**config.mk**
```make
export PLATFORM = sky130hd
export DESIGN_NAME = nand3_chip_tester
export DESIGN_NICKNAME = d
export VERILOG_FILES = /design/src/rtl/nand3_chip_tester.sv
export SDC_FILE = /design/constraint.sdc
export NUM_CORES = 1
export LEC_CHECK = 0
export ABC_AREA = 1
export BUFFER_PORTS_ARGS = -buffer_cell sky130_fd_sc_hd__buf_2
export CORE_MARGIN = 2
export CORE_UTILIZATION = 25
export DETAILED_ROUTE_END_ITERATION = 10
export GPL_ROUTABILITY_DRIVEN = 0
export PLACE_DENSITY = 0.48
export SYNTH_ARGS = -nofsm -noshare
export SYNTH_HDL_FRONTEND = slang
export SYNTH_SLANG_ARGS = --single-unit
```
**constraint.sdc**
```tcl
create_clock -name clk -period 4.8 [get_ports clk]
set_input_delay 0.96 -clock clk [delete_from_list [all_inputs] [get_ports clk]]
set_output_delay 0.96 -clock clk [all_outputs]
set_load 0.03 [all_outputs]
```
**src/rtl/nand3_chip_tester.sv**
```systemverilog
// Built-in self-test sequencer for a triple 3-input NAND part: walks all eight
// input vectors, checks each gate output against ideal NAND, reports a verdict.
`timescale 1ns/1ps
module nand3_chip_tester #(
  parameter int SETTLE_CYCLES = 2
) (
  input  logic       clk,
  input  logic       reset_n,
  input  logic       start,
  input  logic       abort,
  output logic [8:0] dut_in,
  input  logic [2:0] dut_out,
  output logic       busy,
  output logic       done,
  output logic       pass,
  output logic [2:0] fail_mask,
  output logic [2:0] first_fail_vec
);

  typedef enum logic [1:0] {
    IDLE   = 2'd0,
    SETTLE = 2'd1,
    CHECK  = 2'd2,
    DONE   = 2'd3
  } state_t;

  localparam logic [3:0] CNT_LAST = 4'(SETTLE_CYCLES - 1);

  state_t     state_r, next_state_s;
  logic [2:0] v_r, v_nxt_s;
  logic [3:0] cnt_r, cnt_nxt_s;
  logic [8:0] dut_in_r, dut_in_nxt_s;
  logic       busy_r, busy_nxt_s;
  logic       done_r, done_nxt_s;
  logic       pass_r, pass_nxt_s;
  logic [2:0] fail_mask_r, fail_mask_nxt_s;
  logic [2:0] first_fail_r, first_fail_nxt_s;
  logic [2:0] mismatch_s;
  logic       settle_last_s;
  logic       go_s;

  function automatic logic expected_y(input logic [2:0] v);
    return (v == 3'd7) ? 1'b0 : 1'b1;
  endfunction

  // Case inequality makes an X/Z output from the part count as a mismatch.
  function automatic logic [2:0] mismatch_bits(input logic [2:0] y, input logic exp);
    logic [2:0] m;
    for (int k = 0; k < 3; k++) begin
      m[k] = (y[k] !== exp);
    end
    return m;
  endfunction

  function automatic logic [8:0] vector_drive(input logic [2:0] v);
    return {3{v}};
  endfunction

  assign mismatch_s    = mismatch_bits(dut_out, expected_y(v_r));
  assign settle_last_s = (cnt_r == CNT_LAST);
  assign go_s          = start & ~abort;

  // State register
  always_ff @(posedge clk or negedge reset_n) begin
    if (!reset_n) begin
      state_r <= IDLE;
    end else begin
      state_r <= next_state_s;
    end
  end

  // Next-state decode; abort only matters while a run is in flight
  always_comb begin
    next_state_s = IDLE;
    case (state_r)
      IDLE: begin
        if (go_s) next_state_s = SETTLE;
        else      next_state_s = IDLE;
      end
      SETTLE: begin
        if (abort)              next_state_s = IDLE;
        else if (settle_last_s) next_state_s = CHECK;
        else                    next_state_s = SETTLE;
      end
      CHECK: begin
        if (abort)             next_state_s = IDLE;
        else if (v_r == 3'd7)  next_state_s = DONE;
        else                   next_state_s = SETTLE;
      end
      DONE:    next_state_s = IDLE;
      default: next_state_s = IDLE;
    endcase
  end

  // Next values of the datapath and registered outputs
  always_comb begin
    v_nxt_s          = v_r;
    cnt_nxt_s        = cnt_r;
    dut_in_nxt_s     = dut_in_r;
    busy_nxt_s       = busy_r;
    done_nxt_s       = 1'b0;
    pass_nxt_s       = pass_r;
    fail_mask_nxt_s  = fail_mask_r;
    first_fail_nxt_s = first_fail_r;
    case (state_r)
      IDLE: begin
        if (go_s) begin
          v_nxt_s          = 3'd0;
          cnt_nxt_s        = 4'd0;
          dut_in_nxt_s     = vector_drive(3'd0);
          busy_nxt_s       = 1'b1;
          pass_nxt_s       = 1'b0;
          fail_mask_nxt_s  = 3'b000;
          first_fail_nxt_s = 3'd0;
        end else begin
          busy_nxt_s = 1'b0;
        end
      end
      SETTLE: begin
        if (abort) begin
          v_nxt_s      = 3'd0;
          cnt_nxt_s    = 4'd0;
          dut_in_nxt_s = 9'd0;
          busy_nxt_s   = 1'b0;
          pass_nxt_s   = 1'b0;
        end else if (settle_last_s) begin
          cnt_nxt_s = cnt_r;
        end else begin
          cnt_nxt_s = cnt_r + 4'd1;
        end
      end
      CHECK: begin
        if (abort) begin
          v_nxt_s      = 3'd0;
          cnt_nxt_s    = 4'd0;
          dut_in_nxt_s = 9'd0;
          busy_nxt_s   = 1'b0;
          pass_nxt_s   = 1'b0;
        end else begin
          fail_mask_nxt_s = fail_mask_r | mismatch_s;
          if ((fail_mask_r == 3'b000) && (mismatch_s != 3'b000)) begin
            first_fail_nxt_s = v_r;
          end else begin
            first_fail_nxt_s = first_fail_r;
          end
          cnt_nxt_s = 4'd0;
          if (v_r == 3'd7) begin
            v_nxt_s      = 3'd0;
            dut_in_nxt_s = 9'd0;
            busy_nxt_s   = 1'b0;
            done_nxt_s   = 1'b1;
            pass_nxt_s   = (fail_mask_nxt_s == 3'b000);
          end else begin
            v_nxt_s      = v_r + 3'd1;
            dut_in_nxt_s = vector_drive(v_r + 3'd1);
          end
        end
      end
      DONE: begin
        busy_nxt_s = 1'b0;
      end
      default: begin
        v_nxt_s      = 3'd0;
        cnt_nxt_s    = 4'd0;
        dut_in_nxt_s = 9'd0;
        busy_nxt_s   = 1'b0;
        pass_nxt_s   = 1'b0;
      end
    endcase
  end

  // Datapath and output registers
  always_ff @(posedge clk or negedge reset_n) begin
    if (!reset_n) begin
      v_r          <= 3'd0;
      cnt_r        <= 4'd0;
      dut_in_r     <= 9'd0;
      busy_r       <= 1'b0;
      done_r       <= 1'b0;
      pass_r       <= 1'b0;
      fail_mask_r  <= 3'b000;
      first_fail_r <= 3'd0;
    end else begin
      v_r          <= v_nxt_s;
      cnt_r        <= cnt_nxt_s;
      dut_in_r     <= dut_in_nxt_s;
      busy_r       <= busy_nxt_s;
      done_r       <= done_nxt_s;
      pass_r       <= pass_nxt_s;
      fail_mask_r  <= fail_mask_nxt_s;
      first_fail_r <= first_fail_nxt_s;
    end
  end

  assign dut_in         = dut_in_r;
  assign busy           = busy_r;
  assign done           = done_r;
  assign pass           = pass_r;
  assign fail_mask      = fail_mask_r;
  assign first_fail_vec = first_fail_r;

endmodule

```
==> results of run 1 <==
## kinds of logic after synthesis
family | share of synthesized area, %
AOI/OAI and AO/OA | 8.428
DFF | 45.98
and+or+nand+nor | 29.76
adders and majority gates | 5.109
buffers and inverters | 10.73
## power breakdown
part | switching, mW | total, mW | internal [mW] | leakage, nW
registers | 0.0208 | 0.190 | 0.169 | 0.247
logic | 0.0848 | 0.123 | 0.0378 | 0.375
clock network | 0.0486 | 0.121 | 0.0728 | 0.0288
total | 0.154 | 0.434 | 0.279 | 0.651
## metrics by stage
| stage | instances | power, mW | cell area, µm² | util (%) | hold WS [ns] |
|---|---|---|---|---|---|
| 6_report | 194 | 0.4336 | 1170 | 31.48 | 0.4673 |
| 5_1_grt | 194 | 0.4656 | 1170 | 31.48 | 0.4851 |
| 4_1_cts | 194 | 0.4394 | 1170 | 31.48 | 0.4725 |
| 3_5_place_dp | 190 | 0.3173 | 1115 | 30.00 | 0.4553 |
| 3_3_place_gp | 190 | 0.3146 | 1115 | 30.00 | 0.4541 |
| 2_1_floorplan | 124 | 0.2865 | 979.7 | - | 0.5154 |
## how the worst min path moves through the flow
stage | from | end | slack, ns | depth (start not counted)
CTS | first_fail_vec[2] | first_fail_vec[2] | 0.47 | 2
finish | first_fail_vec[2] | first_fail_vec[2] | 0.47 | 2
global route | first_fail_vec[0] | first_fail_vec[0] | 0.49 | 2
global placement | first_fail_vec[2] | first_fail_vec[2] | 0.45 | 2
floorplan | cnt_r[0] | cnt_r[0] | 0.52 | 1
detailed placement | first_fail_vec[2] | first_fail_vec[2] | 0.46 | 2
## cell type report
type	count	area share, %
Clock buffer	4	4.706
Inverter	16	5.134
Sequential cell	18	38.50
Timing Repair Buffer	24	10.27
Multi-Input combinational cell	84	36.26
Tap cell	48	5.134
## cells in the mapped netlist
master   number  area [µm²]
a21oi_1       8       40.04
buf_4         6       45.04
dfrtp_1      18       450.4
ha_1          4       50.05
inv_1        16       60.06
nand2_1      37       138.9
nand2_2       2       12.51
nand3_1       7       35.03
nand3_2       2       20.02
nand4_1       3       18.77
nor2_1        6       22.52
nor2_2        5       31.28
nor3_1        1       5.000
nor3b_1       1       7.510
o21ai_0       3       15.01
o21ai_1       3       15.01
o22ai_1       2       12.51
## worst reg2reg max path: stages (launching register included)
cell and delay, ns:
dfrtp_1 0.44, ha_1 0.23, ha_1 0.22, inv_1 0.17, nand2_1 0.10, nand2_1 0.07, nand3_1 0.07, nand2_1 0.07
nand2_1 0.10, nand2_1 0.11, nand2_1 0.06, nand2_1 0.05
## metal layers
layer | vias up | wire length, µm | part of all wire (%) | GRT usage, %
met4 | 0 | 40 | 2.0 | 5.357
met5 | - | 0 | 0 | 0
met1 | 388 | 824 | 41 | 10.77
li1 | 438 | - | - | -
met3 | 4 | 91 | 4.5 | 1.689
met2 | 25 | 1055 | 52 | 18.63
## flip-flops by register name, indices dropped and copies added, names as in the netlist
| signal | flops |
|---|---|
| busy | 1 |
| cnt_r | 4 |
| done | 1 |
| dut_in | 1 |
| fail_mask | 3 |
| first_fail_vec | 3 |
| pass | 1 |
| state_r | 2 |
| v_r | 2 |
==> metrics.md, run 1 <==
| Metric | Value |
|---|---|
| Iteration-0 DRC count of the detailed router | `26` |
| Kind of path behind the tightest hold check | `reg2reg` |
| Number of DRC violations after detailed routing | `0` |
| Flop and latch count out of synthesis | `18` |
| Vias after detailed routing | `855` |
| Total area of multi-input combinational cells | `424.2 µm²` |
| Worst setup margin | `2.917 ns` |
| Quantity of I/O buffers inserted on ports | `24` |
| Starting density of the core | `26.36%` |
| Pin slew with the least headroom to its limit | `0.4075 ns` |
| Worst Clk Skew | `0.002803 ns` |
| Logic depth of the worst path, buffers included | `1` |
| Capturing instance or port of the critical path | `dut_in[3]` |
| Count of final setup violators | `0` |
| Kind of end point of the critical path | `output pin` |
| Cell count after synthesis | `124` |
| Maximum clock frequency | `531.1 MHz` |
| Min Clock Period, post-route | `1.883 ns` |
| Total routed wirelength | `2011 µm` |
| Post-CTS Resized | `0` |
| Number of placement rows | `22` |
| Commonest non-fill, non-tap cell in the layout | `nand2_1` |
| Number of nets produced by synthesis | `135` |
| Post-route clock period utilization | `39.23%` |
| Share of cells above drive strength 1 | `25.34%` |
| Boundary Pins | `25` |
| Area of the die | `4436 µm²` |
| Fill cell total of the finished layout | `411` |
| Crit Reg-Reg Startpoint | `v_r[0]` |
| Worst path buffer plus inverter count | `1` |
| Sink count of the clock tree | `18` |
| Routed wirelength normalized by instance count | `10.37 µm` |
| First-pass GRT wire length | `3381 µm` |
| Routed vias/inst | `4.407` |
| Maximum clock insertion buffer count | `2` |
| Cell with the largest stage delay on the worst path | `dfrtp_1` |
| Placement Setup Slack | `2.793 ns` |
| Via count of the first global-routing pass | `809` |
| Number of hold-repair buffers added at the cts stage | `0` |
| Worst reg2reg setup slack | `3.05 ns` |
| Placeable core area | `3716 µm²` |
| Critical Path Fanout Max | `7` |
| Status | `finished clean` |
| Largest incremental delay on the critical path | `0.44 ns` |
| Sequential standard cell area | `450.4 µm²` |
| Top library cells by usage in the layout, fill and taps aside | `nand2_1, buf_2, dfrtp_1` |
| R2r worst-path depth | `11` |
| CTS H-tree depth | `1` |
| Start point of the critical path | `v_r[0]` |
| Root Buffer Master | `clkbuf_8` |
| Proportion of synthesized chip area in sequential cells | `45.98%` |
| Number of routed nets with antenna violations | `0` |
| Antenna diode instance count | `0` |
| Antenna violations before repair | `0` |
| Reported max-cap violation count | `0` |
| Max transition margin | `72.83%` |
| Nets | `158` |
| Yosys warning count | `0` |
| Final number of max-transition violations | `0` |
| Hold Fails Final Rpt | `0` |
| TritonRoute pass-1 iters | `4` |
| Overall track demand over capacity in global routing | `10.06%` |
| Setup repair after global routing missed its margin | `false` |
| P&R area growth vs syn | `19.41%` |
| Buffers inserted by post-CTS timing repair | `0` |
| Post-synthesis average cell area | `7.901 µm²` |
| Crit path kind | `reg2out` |
| Worst-case vdd ir drop | `0.07925 mV` |
| Pwr Density | `370.6 nW/µm²` |
| Clk Latency, worst-skew pair | `0.25 ns` |
| TritonCTS buffer count | `3` |
| Remaining Overflow, GRT | `0` |
| TritonCTS clock tree | `built` |
| Number of distinct library cell variants in the gate-level netlist after synthesis | `17` |
| Chain of cells forming the critical path | `buf_2` |
| Arrival time at the worst endpoint | `0.92 ns` |
| Crit path max-delay family | `flip-flops` |
| Required time reported for the critical path endpoint | `3.84 ns` |
| Lkg Pwr | `0.6510 nW` |
| Reg-to-reg endpoint | `first_fail_vec[1]` |
| Setup Total Neg Slack | `0 ns` |
| Worst setup SP type | `flop` |
| Clock-pin transition on the worst setup and hold timing paths | `0.07 ns` |
| Dpl hpwl | `1622 µm` |
| Die Y | `66.60 µm` |
| Largest net degree at the start of global routing | `19` |
| Overall die width | `66.60 µm` |
| Synthesized area | `979.7 µm²` |
(Power assumes the default switching activity.)
==> inputs of run 2 (changes only) <==
--- a/config.mk
+++ b/config.mk
@@ -5,13 +5,13 @@
 export SDC_FILE = /design/constraint.sdc
 export NUM_CORES = 1
 export LEC_CHECK = 0
-export ABC_AREA = 1
+export ABC_AREA = 0
 export BUFFER_PORTS_ARGS = -buffer_cell sky130_fd_sc_hd__buf_2
 export CORE_MARGIN = 2
 export CORE_UTILIZATION = 25
 export DETAILED_ROUTE_END_ITERATION = 10
 export GPL_ROUTABILITY_DRIVEN = 0
-export PLACE_DENSITY = 0.48
+export PLACE_DENSITY = 0.49
 export SYNTH_ARGS = -nofsm -noshare
 export SYNTH_HDL_FRONTEND = slang
 export SYNTH_SLANG_ARGS = --single-unit
==> constraint.sdc (replaced) <==
create_clock -name clk -period 1.7 [get_ports clk]
set_input_delay 0.34 -clock clk [delete_from_list [all_inputs] [get_ports clk]]
set_output_delay 0.34 -clock clk [all_outputs]
set_load 0.03 [all_outputs]
==> run 2 against run 1 <==
Against the previous run: sequential cell count unchanged; register-to-register slack got worse by 2.9 ns; cell count decreased by 2.1%; critical path type is now reg2reg; critical endpoint is now first_fail_vec[0].
==> metrics.md, run 2 <==
| Metric | Value |
|---|---|
| Commonest non-fill, non-tap cell in the layout | `buf_2` |
| Buffers inserted by post-CTS timing repair | `0` |
| Pwr Density | `888.8 nW/µm²` |
| Sink count of the clock tree | `18` |
| Vias after detailed routing | `905` |
| Area of the die | `4797 µm²` |
| Power Total | `1.223 mW` |
| CTS H-tree depth | `1` |
| Clock-pin transition on the worst setup and hold timing paths | `0.07 ns` |
| Routed vias/inst | `4.763` |
| Fill cell total of the finished layout | `414` |
| Final number of max-transition violations | `0` |
| Share of cells above drive strength 1 | `35.71%` |
| Number of routed nets with antenna violations | `0` |
| Worst setup SP type | `flop` |
| Lkg Pwr | `0.6676 nW` |
| Most instantiated cells after synthesis | `dfrtp_1, nor2_1, nand2_1, a22o_1, buf_4` |
| Worst-case vdd ir drop | `0.4401 mV` |
| Required time reported for the critical path endpoint | `1.84 ns` |
| Worst reg2reg setup slack | `0.13 ns` |
| Min Clock Period, post-route | `1.574 ns` |
| Reported max-cap violation count | `0` |
| Clk Latency, worst-skew pair | `0.26 ns` |
| Synthesized area | `1065 µm²` |
| Antenna diode instance count | `0` |
| Status | `finished clean` |
| TritonCTS buffer count | `3` |
| Count of final setup violators | `0` |
| Start point of the critical path | `v_r[1]` |
| Critical Path Fanout Max | `3` |
| Post-route clock period utilization | `92.56%` |
| Top library cells by usage in the layout, fill and taps aside | `buf_2, dfrtp_1, buf_4` |
| Kind of path behind the tightest hold check | `in2async` |
| Placement Setup Slack | `0.02936 ns` |
| Quantity of I/O buffers inserted on ports | `24` |
| Antenna violations before repair | `0` |
| Maximum clock insertion buffer count | `2` |
| Starting density of the core | `26.24%` |
| Cell count after synthesis | `113` |
| Iteration-0 DRC count of the detailed router | `45` |
| Proportion of synthesized chip area in sequential cells | `42.30%` |
| Post-synth EDFFs | `0` |
| Number of flip-flops in the largest register | `4` |
| P&R area growth vs syn | `29.26%` |
| Number of DRC violations after detailed routing | `0` |
| Hold Fails Final Rpt | `0` |
| Routed wirelength normalized by instance count | `13.29 µm` |
| Post-synthesis average cell area | `9.423 µm²` |
| Final core utilization | `33.92%` |
| Pin slew with the least headroom to its limit | `0.4271 ns` |
| Setup repair after global routing missed its margin | `false` |
| Share of the synthesized area in the top cell type | `42.30%` |
| Max transition margin | `71.53%` |
| Largest Register | `cnt_r` |
| Overall track demand over capacity in global routing | `11.15%` |
| Largest net degree at the start of global routing | `19` |
| Hold slack final | `0.01179 ns` |
| Setup Total Neg Slack | `0 ns` |
| Kind of end point of the critical path | `flop` |
| Via count of the first global-routing pass | `937` |
| Placeable core area | `4058 µm²` |
| Number of hold-repair buffers added at the cts stage | `0` |
| Reg-to-reg endpoint | `first_fail_vec[0]` |
| Most frequently used flop master after synthesis | `dfrtp_1` |
| Remaining Overflow, GRT | `0` |
| Most frequent cell after synthesis | `dfrtp_1` |
| Crit Reg-Reg Startpoint | `v_r[1]` |
| Maximum clock frequency | `635.5 MHz` |
| Die Y | `69.26 µm` |
| Dpl hpwl | `1884 µm` |
| Boundary Pins | `25` |
| Overall die width | `69.26 µm` |
| TritonRoute pass-1 iters | `4` |
| Number of nets produced by synthesis | `124` |
| Nets | `152` |
| Yosys warning count | `0` |
| Number of placement rows | `23` |
| Capturing instance or port of the critical path | `first_fail_vec[0]` |
| First-pass GRT wire length | `4395 µm` |
| Worst setup margin | `0.1264 ns` |
| Worst Clk Skew | `0.0009814 ns` |
| R2r worst-path depth | `6` |
| Arrival time at the worst endpoint | `1.71 ns` |
| Number of distinct library cell variants in the gate-level netlist after synthesis | `33` |
| TritonCTS clock tree | `built` |
| Post-CTS Resized | `0` |
| Proportion of synthesized flip-flops having asynchronous set or reset | `100.0%` |
| Total routed wirelength | `2525 µm` |
| Root Buffer Master | `clkbuf_8` |
| Crit path kind | `reg2reg` |
| Cell type with the largest total area after synthesis | `dfrtp_1` |
| Top area cells in the synthesized netlist | `dfrtp_1, a22o_1, buf_4, ha_1, mux2i_1` |
| Flop and latch count out of synthesis | `18` |
run 2: cell count changes after synthesis, sizes merged, moves of 3 or more:
cell / delta
nand2: -30
inv: -11
a22o: +8
nand3: -7
clkbuf: +4
mux2i: +4
nand2b: +4
nor3: +4
nand4: -3
run 2: per-layer routing:
layer | GRT usage (%) | vias up | wire [µm]
met5 | 0 | - | 0
met4 | 2.179 | 0 | 13
met3 | 4.070 | 2 | 118
met2 | 18.38 | 22 | 1184
met1 | 14.07 | 435 | 1209
li1 | - | 446 | -
run 2: logic make-up after synthesis:
kind of cell	count (synthesis)	share of synthesized area, %
flip-flops	18	42.30
buffers and inverters	17	8.577
AND/OR/NAND/NOR	42	21.74
multiplexers	4	3.760
adder cells (fa/ha/maj)	4	4.701
AO/OA/AOI/OAI	26	17.28
XOR/XNOR	2	1.645
run 2: report_power, final:
part	leakage, nW	internal (mW)	switching [mW]
clock	0.0288	0.206	0.155
sequential	0.245	0.464	0.0309
combinational	0.394	0.166	0.202
total	0.668	0.836	0.387
run 2: worst max-delay path, stage by stage, from the launching register on:
cell      delay [ns]
dfrtp_2         0.43
ha_4            0.17
ha_4            0.16
nand2b_4        0.07
nor3_1          0.04
or3_1           0.43
mux2i_1         0.16
run 2: final cells by class:
type	count	area [µm²]	share of cell area [%]
Clock buffer	4	55.05	4.000
Timing Repair Buffer	35	202.7	14.73
Inverter	5	18.77	1.364
Sequential cell	18	452.9	32.91
Multi-Input combinational cell	78	584.3	42.45
Tap cell	50	62.56	4.545
run 2: per-stage QoR:
stage | area [µm²] | instances
after CTS | 1369 | 190
after floorplan | 1129 | 113
final | 1376 | 190
after global routing | 1376 | 190
after detailed placement | 1314 | 186
after global placement | 1314 | 186
run 2: worst min path at each step:
stage / start / end / depth (start not counted)
floorplan: reset_n / busy / 0
global placement: reset_n / fail_mask[1] / 1
detailed placement: reset_n / fail_mask[2] / 1
CTS: reset_n / fail_mask[2] / 1
global route: reset_n / fail_mask[1] / 1
finish: reset_n / fail_mask[2] / 1
